### config.mk
export PLATFORM = sky130hd
export DESIGN_NAME = mem_ctrl
export DESIGN_NICKNAME = d
export VERILOG_FILES = /design/src/rtl/mem_ctrl_pkg.sv /design/src/rtl/mem_ctrl.sv
export SDC_FILE = /design/constraint.sdc
export NUM_CORES = 1
export LEC_CHECK = 0
export ABC_AREA = 1
export CORE_UTILIZATION = 53
export DETAILED_ROUTE_END_ITERATION = 16
export GPL_ROUTABILITY_DRIVEN = 0
export HOLD_SLACK_MARGIN = 0.06
export PLACE_DENSITY = 0.85
export SLEW_MARGIN = 10
export SYNTH_ARGS = -nofsm -noshare
export SYNTH_HDL_FRONTEND = slang
export SYNTH_SLANG_ARGS = --single-unit
### constraint.sdc
create_clock -name clk -period 4.2 [get_ports clk]
set_input_delay 0.84 -clock clk [delete_from_list [all_inputs] [get_ports clk]]
set_output_delay 0.84 -clock clk [all_outputs]
set_load 0.02 [all_outputs]
### src/rtl/mem_ctrl_pkg.sv
// Shared constants for the byte-serial memory controller: FSM states,
// port ownership and access-size encodings.
package mem_ctrl_pkg;

    localparam int REG_W      = 32;
    localparam int RAM_AW_DEF = 17;

    localparam logic [1:0] ST_IDLE = 2'd0;
    localparam logic [1:0] ST_RUN  = 2'd1;
    localparam logic [1:0] ST_ACK  = 2'd2;

    localparam logic OWNER_IF  = 1'b0;
    localparam logic OWNER_MEM = 1'b1;

    localparam logic [3:0] SEL_BYTE = 4'b0001;
    localparam logic [3:0] SEL_HALF = 4'b0011;
    localparam logic [3:0] SEL_WORD = 4'b1111;

endpackage

### src/rtl/mem_ctrl.sv
// Arbitrates the fetch and data ports onto one byte-wide synchronous RAM,
// splitting each access into byte transactions and reassembling loads.
module mem_ctrl
    import mem_ctrl_pkg::*;
#(
    parameter int RAM_AW = RAM_AW_DEF
) (
    input  logic              clk,
    input  logic              rst,
    input  logic              if_req,
    input  logic [REG_W-1:0]  if_addr,
    output logic              if_ack,
    output logic [REG_W-1:0]  if_data,
    output logic              if_stall,
    input  logic              mem_ce,
    input  logic              mem_we,
    input  logic [REG_W-1:0]  mem_addr,
    input  logic [3:0]        mem_sel,
    input  logic [REG_W-1:0]  mem_wdata,
    output logic              mem_ack,
    output logic [REG_W-1:0]  mem_rdata,
    output logic              mem_stall,
    output logic [RAM_AW-1:0] ram_addr,
    output logic              ram_wr,
    output logic [7:0]        ram_dout,
    input  logic [7:0]        ram_din
);

    logic [1:0]        state;
    logic              owner;
    logic              we;
    logic [RAM_AW-1:0] base;
    logic [REG_W-1:0]  wdata;
    logic [REG_W-1:0]  data;
    logic [2:0]        n;
    logic [2:0]        i;

    logic [2:0]        i_nx;
    logic [1:0]        cap_idx;
    logic [REG_W-1:0]  data_cap;
    logic              unused_hi;

    function automatic logic [2:0] sel_count(input logic [3:0] sel);
        case (sel)
            SEL_BYTE: return 3'd1;
            SEL_HALF: return 3'd2;
            SEL_WORD: return 3'd4;
            default:  return 3'd4;
        endcase
    endfunction

    // Addresses wrap inside the RAM, so only the low RAM_AW bits matter.
    assign unused_hi = ^{mem_addr[REG_W-1:RAM_AW], if_addr[REG_W-1:RAM_AW]};

    assign i_nx    = i + 3'd1;
    assign cap_idx = 2'(i - 3'd1);

    // ram_din carries byte (i-1) because the RAM answers one cycle late.
    always_comb begin
        data_cap = data;
        if (i != 3'd0)
            data_cap[{cap_idx, 3'b000} +: 8] = ram_din;
    end

    assign mem_ack   = (state == ST_ACK) && (owner == OWNER_MEM);
    assign if_ack    = (state == ST_ACK) && (owner == OWNER_IF) && if_req;
    assign mem_stall = mem_ce & ~mem_ack;
    assign if_stall  = if_req & ~if_ack;

    always_ff @(posedge clk) begin
        if (rst) begin
            state     <= ST_IDLE;
            owner     <= OWNER_IF;
            we        <= 1'b0;
            base      <= '0;
            wdata     <= '0;
            data      <= '0;
            n         <= '0;
            i         <= '0;
            ram_addr  <= '0;
            ram_wr    <= 1'b0;
            ram_dout  <= '0;
            if_data   <= '0;
            mem_rdata <= '0;
        end else begin
            case (state)
                ST_IDLE: begin
                    // Byte 0 is issued on the sampling edge so it appears in the first RUN cycle.
                    i    <= '0;
                    data <= '0;
                    if (mem_ce) begin
                        owner    <= OWNER_MEM;
                        we       <= mem_we;
                        base     <= mem_addr[RAM_AW-1:0];
                        wdata    <= mem_wdata;
                        n        <= sel_count(mem_sel);
                        ram_addr <= mem_addr[RAM_AW-1:0];
                        ram_wr   <= mem_we;
                        ram_dout <= mem_wdata[7:0];
                        state    <= ST_RUN;
                    end else if (if_req) begin
                        owner    <= OWNER_IF;
                        we       <= 1'b0;
                        base     <= if_addr[RAM_AW-1:0];
                        wdata    <= '0;
                        n        <= 3'd4;
                        ram_addr <= if_addr[RAM_AW-1:0];
                        ram_wr   <= 1'b0;
                        state    <= ST_RUN;
                    end
                end
                ST_RUN: begin
                    i <= i_nx;
                    if (!we)
                        data <= data_cap;
                    if (i_nx < n) begin
                        ram_addr <= base + RAM_AW'(i_nx);
                        ram_wr   <= we;
                        ram_dout <= wdata[{i_nx[1:0], 3'b000} +: 8];
                    end else begin
                        ram_wr <= 1'b0;
                    end
                    if (we && i_nx == n) begin
                        state <= ST_ACK;
                    end else if (!we && i == n) begin
                        state <= ST_ACK;
                        if (owner == OWNER_MEM)
                            mem_rdata <= data_cap;
                        else
                            if_data <= data_cap;
                    end
                end
                ST_ACK:  state <= ST_IDLE;
                default: state <= ST_IDLE;
            endcase
        end
    end

endmodule

Word level (Yosys, flattened, before mapping)
Cells that the tools add are included.
W data, S select, Z words.
{"block": "op_classes", "n_mux": 27, "n_reduce_logical": 18, "n_lt_le_gt_ge": 1, "addsub": 4, "eq_ne": 11, "n_shift": 3, "bitwise_logic": 6}
{"operator": "$mux W32", "n": 4}
{"operator": "$pmux W32 S2", "n": 1}
{"operator": "$mux W17", "n": 3}
{"operator": "$pmux W17 S2", "n": 1}
{"operator": "$bwmux W32", "n": 1}
{"operator": "$shift A8 B7 Y32 const A", "n": 1}
{"operator": "$shiftx A32 B6 Y8", "n": 1}
{"operator": "$shiftx A8 B7 Y32", "n": 1}
{"operator": "$add A17 B3 Y17", "n": 1}
{"operator": "$mux W8", "n": 2}
{"operator": "$pmux W8 S2", "n": 1}
{"operator": "$pmux W3 S2", "n": 2}
{"operator": "$mux W2", "n": 4}
{"operator": "$reduce_and A2 Y1", "n": 4}
{"operator": "$reduce_and A4 Y1", "n": 2}
{"operator": "$neg A5 Y7", "n": 1}
{"operator": "$eq A3 B3 Y1", "n": 2}
{"operator": "$mux W3", "n": 2}
{"operator": "$ne A2 B2 Y1 const B", "n": 3}
{"operator": "$ne A3 B3 Y1 const B", "n": 2}
{"operator": "$reduce_and A3 Y1", "n": 2}
{"operator": "$logic_and A1 B1 Y1", "n": 5}
{"operator": "$eq A4 B1 Y1 const B", "n": 1}
{"operator": "$eq A4 B2 Y1 const B", "n": 1}
{"operator": "14 further kinds", "n": 22}
{"block": "totals", "in_bits": 113, "word_cells": 83, "ff_bits": 181}

Logic depth before layout (Yosys ltp)
Gate-level depths: netlist (run 1).
{"block": "logic_depth", "ltp_word": 7, "depth_mapped": 12, "mapped_depth_nobuf": 12}

Worst setup path before layout (run 1)
OpenSTA, ideal clock, no wires.
{"block": "synth_path", "path_type": "flip-flop to flip-flop", "startpoint": "register i[0]", "endpoint": "register ram_addr[10]", "stages_incl_launch_ff": 13, "slack_ns": 1.820, "required_ns": 4.081, "t_arrival_ns": 2.260, "period_less_slack_ns": 2.380, "n_path_buf": 0, "cell_sequence": "dfxtp_1 > inv_1 > ha_1 > inv_1 > fa_1 > inv_1 > nand2_1 > a21oi_2 > inv_1 > nor2_1 > nand2_1 > nand3_1 > a21oi_1"}
{"block": "synth_between", "elab_chain_len": 4, "elab_cells_between_ends": 7}
{"item": "start, declared", "line": "mem_ctrl.sv:36", "text": "logic [2:0] i;"}
{"item": "start signal, assigned", "line": "mem_ctrl.sv:113", "text": "i <= i_nx;"}
{"item": "$add A3 B1 Y3 (*)", "line": "mem_ctrl.sv:55", "text": "assign i_nx = i + 3'd1;"}
{"item": "$add A17 B3 Y17 / $lt A3 B3 Y1 (equally long branches)", "line": "mem_ctrl.sv:117, mem_ctrl.sv:116"}
{"item": "$mux W17 / $ne A2 B2 Y1 (equally long branches)"}
{"item": "$pmux W17 S2 / $reduce_and A3 Y1 (equally long branches)"}
{"item": "end signal, assigned", "line": "mem_ctrl.sv:97", "text": "ram_addr <= mem_addr[RAM_AW-1:0];"}
{"item": "end signal, assigned", "line": "mem_ctrl.sv:107", "text": "ram_addr <= if_addr[RAM_AW-1:0];"}
{"item": "end signal, assigned", "line": "mem_ctrl.sv:117", "text": "ram_addr <= base + RAM_AW'(i_nx);"}
{"item": "end, declared", "line": "mem_ctrl.sv:23", "text": "output logic [RAM_AW-1:0] ram_addr,"}
Every way passes the cells marked *; elsewhere a longest branch is shown, timed or not. The select of a mux whose other input is x is not followed.
A chain may end at the register's enable or synchronous reset.

Worst setup path after layout (run 1)
{"block": "layout_path", "startpoint": "input if_req", "endpoint": "output if_ack"}
{"block": "layout_between", "elab_chain_len": 1}
{"item": "start, declared", "line": "mem_ctrl.sv:10", "text": "input logic if_req,"}
{"item": "$logic_and A1 B1 Y1", "line": "mem_ctrl.sv:66", "text": "assign if_ack = (state == ST_ACK) && (owner == OWNER_IF) && if_req;"}
{"item": "end, declared", "line": "mem_ctrl.sv:12", "text": "output logic if_ack,"}
Every way passes these cells.

==> run_results.csv, run 1 <==
group,metric,value,unit
outcome,outcome,"complete, no violations",
clock_network,cts_root_buf,"clkbuf_16",
routing,drt_pass1_iterations,5,
synthesis,synth.most_common_cell,"nand2_1",
critical_path,crit_top_cell,"clkdlybuf4s50_1",
place,port-buffer-count,176,
critical_path,slowest_stage,"clkdlybuf4s50_1",
synthesis,synth-seq-area-share,0.444,
place,pre_cts_slack,1120,ps
synthesis,synth-edff-count,0,
power,p_comb_frac,0.230,
power,switching_share,0.307,
routing,wl,21.0,mm
timing,fin_crit_sh,0.722,
synthesis,netlist_instances,1152,
grt,antenna_found_initial,0,
clock_network,clkSinkCount,181,
synthesis,synth_flop_cell,"dfxtp_1",
grt,grt.overflow.total,0,
critical_path,crit_family,"buffers and inverters",
power,irDropWorstVdd,276,uV
die,io_pins,207,
critical_path,crit_fanout,3,
routing,post_drt_wl_per_cell,14.1,um
power,clkPwrFrac,0.342,
critical_path,cp.required,3360,ps
critical_path,rrSetupSlack,1350,ps
power,p_sw,0.00141,W
timing,max-slew-margin-rel,0.266,
synthesis,synth_area,8170,um^2
final_layout,antenna_cells,0,
synthesis,synth.distinct_cells,34,
synthesis,syn_area_per_cell,7.09,um^2
final_layout,area_growth,28.2,%
grt,grt_pass1_vias,7333,
power,p_per_area,439,nW/um^2
clock_network,clkTransAtPathRegs,60,ps
die,die_w,126,um
timing,setup-violations-final,0,
clock_network,insertion_delay,430,ps
job,maxCapViolCount,0,
synthesis,async_flop_share,0,
critical_path,end_kind,"output pin",
power,seqPwrFrac,0.428,
timing,fin_setup_tns,0,ps
critical_path,cp.buffers_inverters,3,
hold_path,hp-class,"flip-flop to flip-flop",
final_layout,drive_above_1_share,0.0508,
timing,rsz0062_at_grt,"false",
synthesis,synth_top_area_frac,0.444,
timing,worst_slew_pin_slew,1100,ps
die,chipHeight,126,um
grt,grt_max_degree,95,
timing,fmax,330,MHz
timing,hold_viol_final,0,
die,num_rows,45,
clock_network,clk_path_buf_depth,2,
critical_path,cpPeakStageDelay,610,ps
critical_path,cp_cell_sequence,"clkdlybuf4s50_1 > inv_1 > nor2_1 > clkdlybuf4s50_1",
grt,grt_pass1_wl,35.0,mm
timing,fin_ws,1170,ps
synthesis,synth_top_area_cell,"dfxtp_1",
critical_path,start_kind,"input pin",
power,internal_power,0.00319,W
critical_path,path_class,"input pin to output pin",
routing,via_per_inst,5.39,
clock_network,h-tree-depth,4,
grt,grt_usage,0.272,
synthesis,ys_ff_latch,181,
final_layout,final_net_count,1415,
clock_network,post_cts_resize_count,0,
power,total_leakage_power,4.02,nW
synthesis,synth_area_leaders,"dfxtp_1 (44%), nand2_1 (13%), nor2_1 (8.5%)",
place,dp_hpwl,14.2,mm
timing,min_period,3030,ps
critical_path,cp.arrival,2190,ps
timing,fin_skew,10.4,ps
synthesis,ys_warn_count,0,
timing,maxSlewViolCount,0,
routing,via_count,8013,
routing,drc,0,
clock_network,cts_hold_buf,0,
clock_network,cts_buffers,17,
die,dieArea,15900,um^2
clock_network,post-cts-setup-buffers,0,
die,coreArea,15100,um^2
synthesis,ys_top_cells_by_count,"nand2_1 (291), nor2_1 (186), dfxtp_1 (181), a21oi_1 (104), o21ai_0 (98)",
routing,drtAntennaViolNets,0,
synthesis,syn_nets,1279,
die,start_util,0.539,
routing,drtIter0Drc,583,
clock_network,cts_tree,"yes",
-- routing by layer --
metal / share of wire / GRT usage
met5: 0 / 0
met2: 0.47 / 0.452
met1: 0.44 / 0.342
met4: 0.026 / 0.118
met3: 0.061 / 0.0573
-- through the flow --
| stage | hold slack (ps) | utilization | std cells | total power (W) | instance area [um^2] |
|---|---|---|---|---|---|
| after floorplan | 441 | - | 1152 | 0.00266 | 8170 |
| after global placement | 448 | 0.653 | 1457 | 0.00304 | 9890 |
| after detailed placement | 453 | 0.653 | 1457 | 0.00306 | 9890 |
| after CTS | 463 | 0.691 | 1488 | 0.00462 | 10500 |
| after global routing | 481 | 0.691 | 1488 | 0.00482 | 10500 |
| final | 464 | 0.691 | 1488 | 0.00460 | 10500 |
-- final cells by class --
cell class                      count  area [um^2]
Fill cell                        1243         4670
Timing Repair Buffer              184         1820
Clock buffer                       20          457
Multi-Input combinational cell    849         4010
Sequential cell                   181         3620
Clock inverter                     11          128
Inverter                           55          206
Tap cell                          188          235
-- sequential cells by signal, summed over array words and instances, names as in the netlist --
| register | cells |
|---|---|
| if_data | 32 |
| i | 3 |
| we | 1 |
| ram_dout | 8 |
| wdata | 32 |
| state | 2 |
| owner | 1 |
| data | 32 |
| mem_rdata | 32 |
| ram_addr | 17 |
| ram_wr | 1 |
| n | 3 |
| base | 17 |
-- power by group through the flow --
stage	sequential [W]	clock, W	combinational, W
after global placement	0.00200	0	0.00104
after detailed placement	0.00200	0	0.00106
after CTS	0.00197	0.00159	0.00106
after global routing	0.00199	0.00167	0.00116
final	0.00197	0.00157	0.00106
after floorplan	0.00210	0	0.000559
-- cell usage in the layout (no fill, tap or decap), types with 2 or more instances in the layout --
| cell | n |
|---|---|
| clkdlybuf4s50_1 | 175 |
| a21oi_2 | 5 |
| buf_4 | 8 |
| o21ai_1 | 29 |
| dfxtp_1 | 181 |
| clkbuf_16 | 17 |
| a31oi_1 | 9 |
| nand2_2 | 3 |
| inv_1 | 48 |
| clkinv_2 | 2 |
| mux2i_1 | 14 |
| nand2_1 | 291 |
| clkinv_4 | 3 |
| a32o_1 | 2 |
| o21ai_0 | 98 |
| clkbuf_8 | 2 |
| nor2_1 | 186 |
| or2_2 | 2 |
| inv_2 | 6 |
| nor2_2 | 5 |
| clkinvlp_4 | 3 |
| xor2_1 | 3 |
| mux2_2 | 3 |
| ha_1 | 13 |
| a21oi_1 | 104 |
| nand3_1 | 51 |
| a211oi_1 | 13 |
| bufinv_16 | 2 |
| nand4_1 | 10 |
-- cells by family after synthesis --
| logic type | count (synthesis) | share of synthesized area |
|---|---|---|
| DFF | 181 | 0.444 |
| adders and majority gates | 14 | 0.0224 |
| muxes | 17 | 0.0213 |
| and+or+nand+nor | 552 | 0.271 |
| AOI/OAI and AO/OA | 263 | 0.171 |
| xor gates and xnor gates | 3 | 0.00322 |
| buffers and inverters | 122 | 0.0669 |
-- worst register-to-register path, stage by stage, from the launching register on --
cell,delay (ps)
dfxtp_1,500
inv_1,210
ha_1,520
inv_1,110
fa_1,440
inv_1,90
nand2_1,60
a21oi_2,320
nand3_1,120
nand2_1,90
nand3_1,80
nand2_1,100
a21oi_1,60
-- final timing paths --
check	cells after the start	endpoint	from
max	4	if_ack	if_req
min	2	wdata[3]	wdata[3]
max reg2reg	12	ram_addr[16]	i[0]
min reg2reg	2	wdata[3]	wdata[3]
Power figures use the tool's default switching activity.
==> run 2: changes to the inputs <==
Settings changed: CORE_UTILIZATION 53 to 49, PLACE_DENSITY 0.85 to 0.8.
Clock period 4.2 ns to 3.15 ns, I/O delays scaled along.
==> run 2 against run 1 <==
Against the previous run:
- combinational power grew 37%
- clock power rose by 45%
- setup slack worse by 760 ps
- worst hold slack hardly changed
- critical path depth up 8
==> run_results.csv, run 2 (synthesized netlist as in run 1, its figures left out) <==
group,metric,value,unit
critical_path,start_kind,"flip-flop",
clock_network,clkTransAtPathRegs,70,ps
power,irDropWorstVdd,449,uV
final_layout,final_net_count,1421,
grt,grt_pass1_vias,7457,
clock_network,insertion_delay,430,ps
clock_network,h-tree-depth,4,
critical_path,cp_cell_sequence,"inv_1 > ha_1 > inv_1 > fa_1 > inv_1 > nand2_1 > a21oi_2 > nand3_1 > nand2_1 > nand3_1 > nand2_1 > a21oi_1",
die,num_rows,46,
hold_path,hp-class,"flip-flop to flip-flop",
grt,grt.overflow.total,0,
die,coreArea,16100,um^2
die,start_util,0.509,
place,dp_hpwl,14.8,mm
grt,grt_pass1_wl,36.4,mm
die,io_pins,207,
final_layout,multi_input_area,4010,um^2
final_layout,drive_above_1_share,0.0559,
clock_network,cts_root_buf,"clkbuf_16",
critical_path,crit_family,"adder cells",
timing,fin_setup_tns,0,ps
critical_path,cp.buffers_inverters,3,
routing,post_drt_wl_per_cell,14.4,um
routing,via_count,8007,
critical_path,cpPeakStageDelay,510,ps
critical_path,cp.required,3430,ps
final_layout,final_cell_mix,"nand2_1 (291), nor2_1 (186), dfxtp_1 (181), clkdlybuf4s50_1 (175), a21oi_1 (104)",
critical_path,end_kind,"flip-flop",
clock_network,cts_hold_buf,0,
critical_path,path_class,"flip-flop to flip-flop",
timing,hold_viol_final,0,
die,chipHeight,131,um
clock_network,cts_tree,"yes",
routing,via_per_inst,5.26,
critical_path,cp.arrival,3020,ps
critical_path,crit_fanout,8,
critical_path,crit_start,"i[0]",
final_layout,antenna_cells,0,
clock_network,cts_buffers,17,
power,total_leakage_power,4.09,nW
outcome,outcome,"complete, no violations",
final_layout,final_cells,1523,
routing,drtAntennaViolNets,0,
final_layout,register_area,3620,um^2
critical_path,slowest_stage,"dfxtp_1",
clock_network,post_cts_resize_count,0,
power,power.total,0.00635,W
place,dp_cells,1491,
hold_path,hp-start,"data[3]",
timing,fmax,365,MHz
routing,drc,0,
timing,min_period,2740,ps
timing,setup-violations-final,0,
grt,grt_max_degree,95,
power,p_per_area,599,nW/um^2
place,port-buffer-count,176,
timing,max-slew-margin-rel,0.206,
clock_network,clkSinkCount,181,
die,die_w,131,um
critical_path,timing.rr.start,"i[0]",
timing,maxSlewViolCount,0,
grt,antenna_found_initial,0,
timing,rsz0062_at_grt,"false",
timing,fin_crit_sh,0.870,
routing,wl,21.9,mm
final_layout,area_growth,30.0,%
final_layout,fillers,1382,
timing,worst_slew_pin_slew,1190,ps
job,maxCapViolCount,0,
timing,fin_skew,5.94,ps
final_layout,final_common_cell,"nand2_1",
routing,drt_pass1_iterations,5,
grt,grt_usage,0.260,
routing,drtIter0Drc,571,
clock_network,post-cts-setup-buffers,0,
die,dieArea,17200,um^2
clock_network,clk_path_buf_depth,2,
## run 2: cell types whose count changed in the layout (fill, tap and decap cells not counted), sizes merged
cell / previous run / this run
buf: 9 / 15
bufinv: 2 / 4
clkinvlp: 3 / 2
## run 2: metrics by stage
step / hold slack, ps / utilization / setup slack [ps] / cell area [um^2]
after floorplan: 441 / - / 770 / 8170
after global placement: 448 / 0.621 / 459 / 9980
after detailed placement: 453 / 0.621 / 380 / 9980
after CTS: 463 / 0.661 / 247 / 10600
after global routing: 478 / 0.661 / 125 / 10600
final: 463 / 0.661 / 409 / 10600
## run 2: worst reg2reg max path, delay by kind of cell (launching register included)
family	cells	cell delay (ps)
flip-flops	1	510
AO/OA/AOI/OAI	2	400
AND/OR/NAND/NOR	5	460
adder cells (fa/ha/maj)	2	910
buffers and inverters	3	290
## run 2: area by class of cell
| cell class | count | area share |
|---|---|---|
| Inverter | 55 | 0.0197 |
| Multi-Input combinational cell | 849 | 0.377 |
| Timing Repair Buffer | 190 | 0.177 |
| Clock inverter | 12 | 0.0166 |
| Sequential cell | 181 | 0.341 |
| Tap cell | 216 | 0.0255 |
| Clock buffer | 20 | 0.0430 |
## run 2: metal layers
layer  global-route usage  up-vias  part of all wire
met3               0.0517       33             0.066
met2                0.439      279              0.48
met1                0.325     3648              0.43
met4                0.101        0             0.019
met5                    0        -                 0
li1                     -     4047                 -
## run 2: worst paths after layout
path                                      to  slack (ps)  cells past startpoint
worst max-delay path            ram_addr[16]         410                     12
worst min-delay path                 data[3]         460                      2
worst max register to register  ram_addr[16]         410                     12
worst min register to register       data[3]         460                      2
## run 2: report_power, final
group	internal, W	switching [W]	total [W]
combinational	0.000577	0.000873	0.00145
clock	0.00137	0.000909	0.00228
sequential	0.00249	0.000136	0.00262
total	0.00444	0.00192	0.00635
==> run 3: changes to the inputs <==
Settings changed: SKIP_CTS_REPAIR_TIMING from default to 1, TNS_END_PERCENT from default to 30.
==> results of run 3 <==
No change in the layout: final DEF, timing and power equal those of run 2.
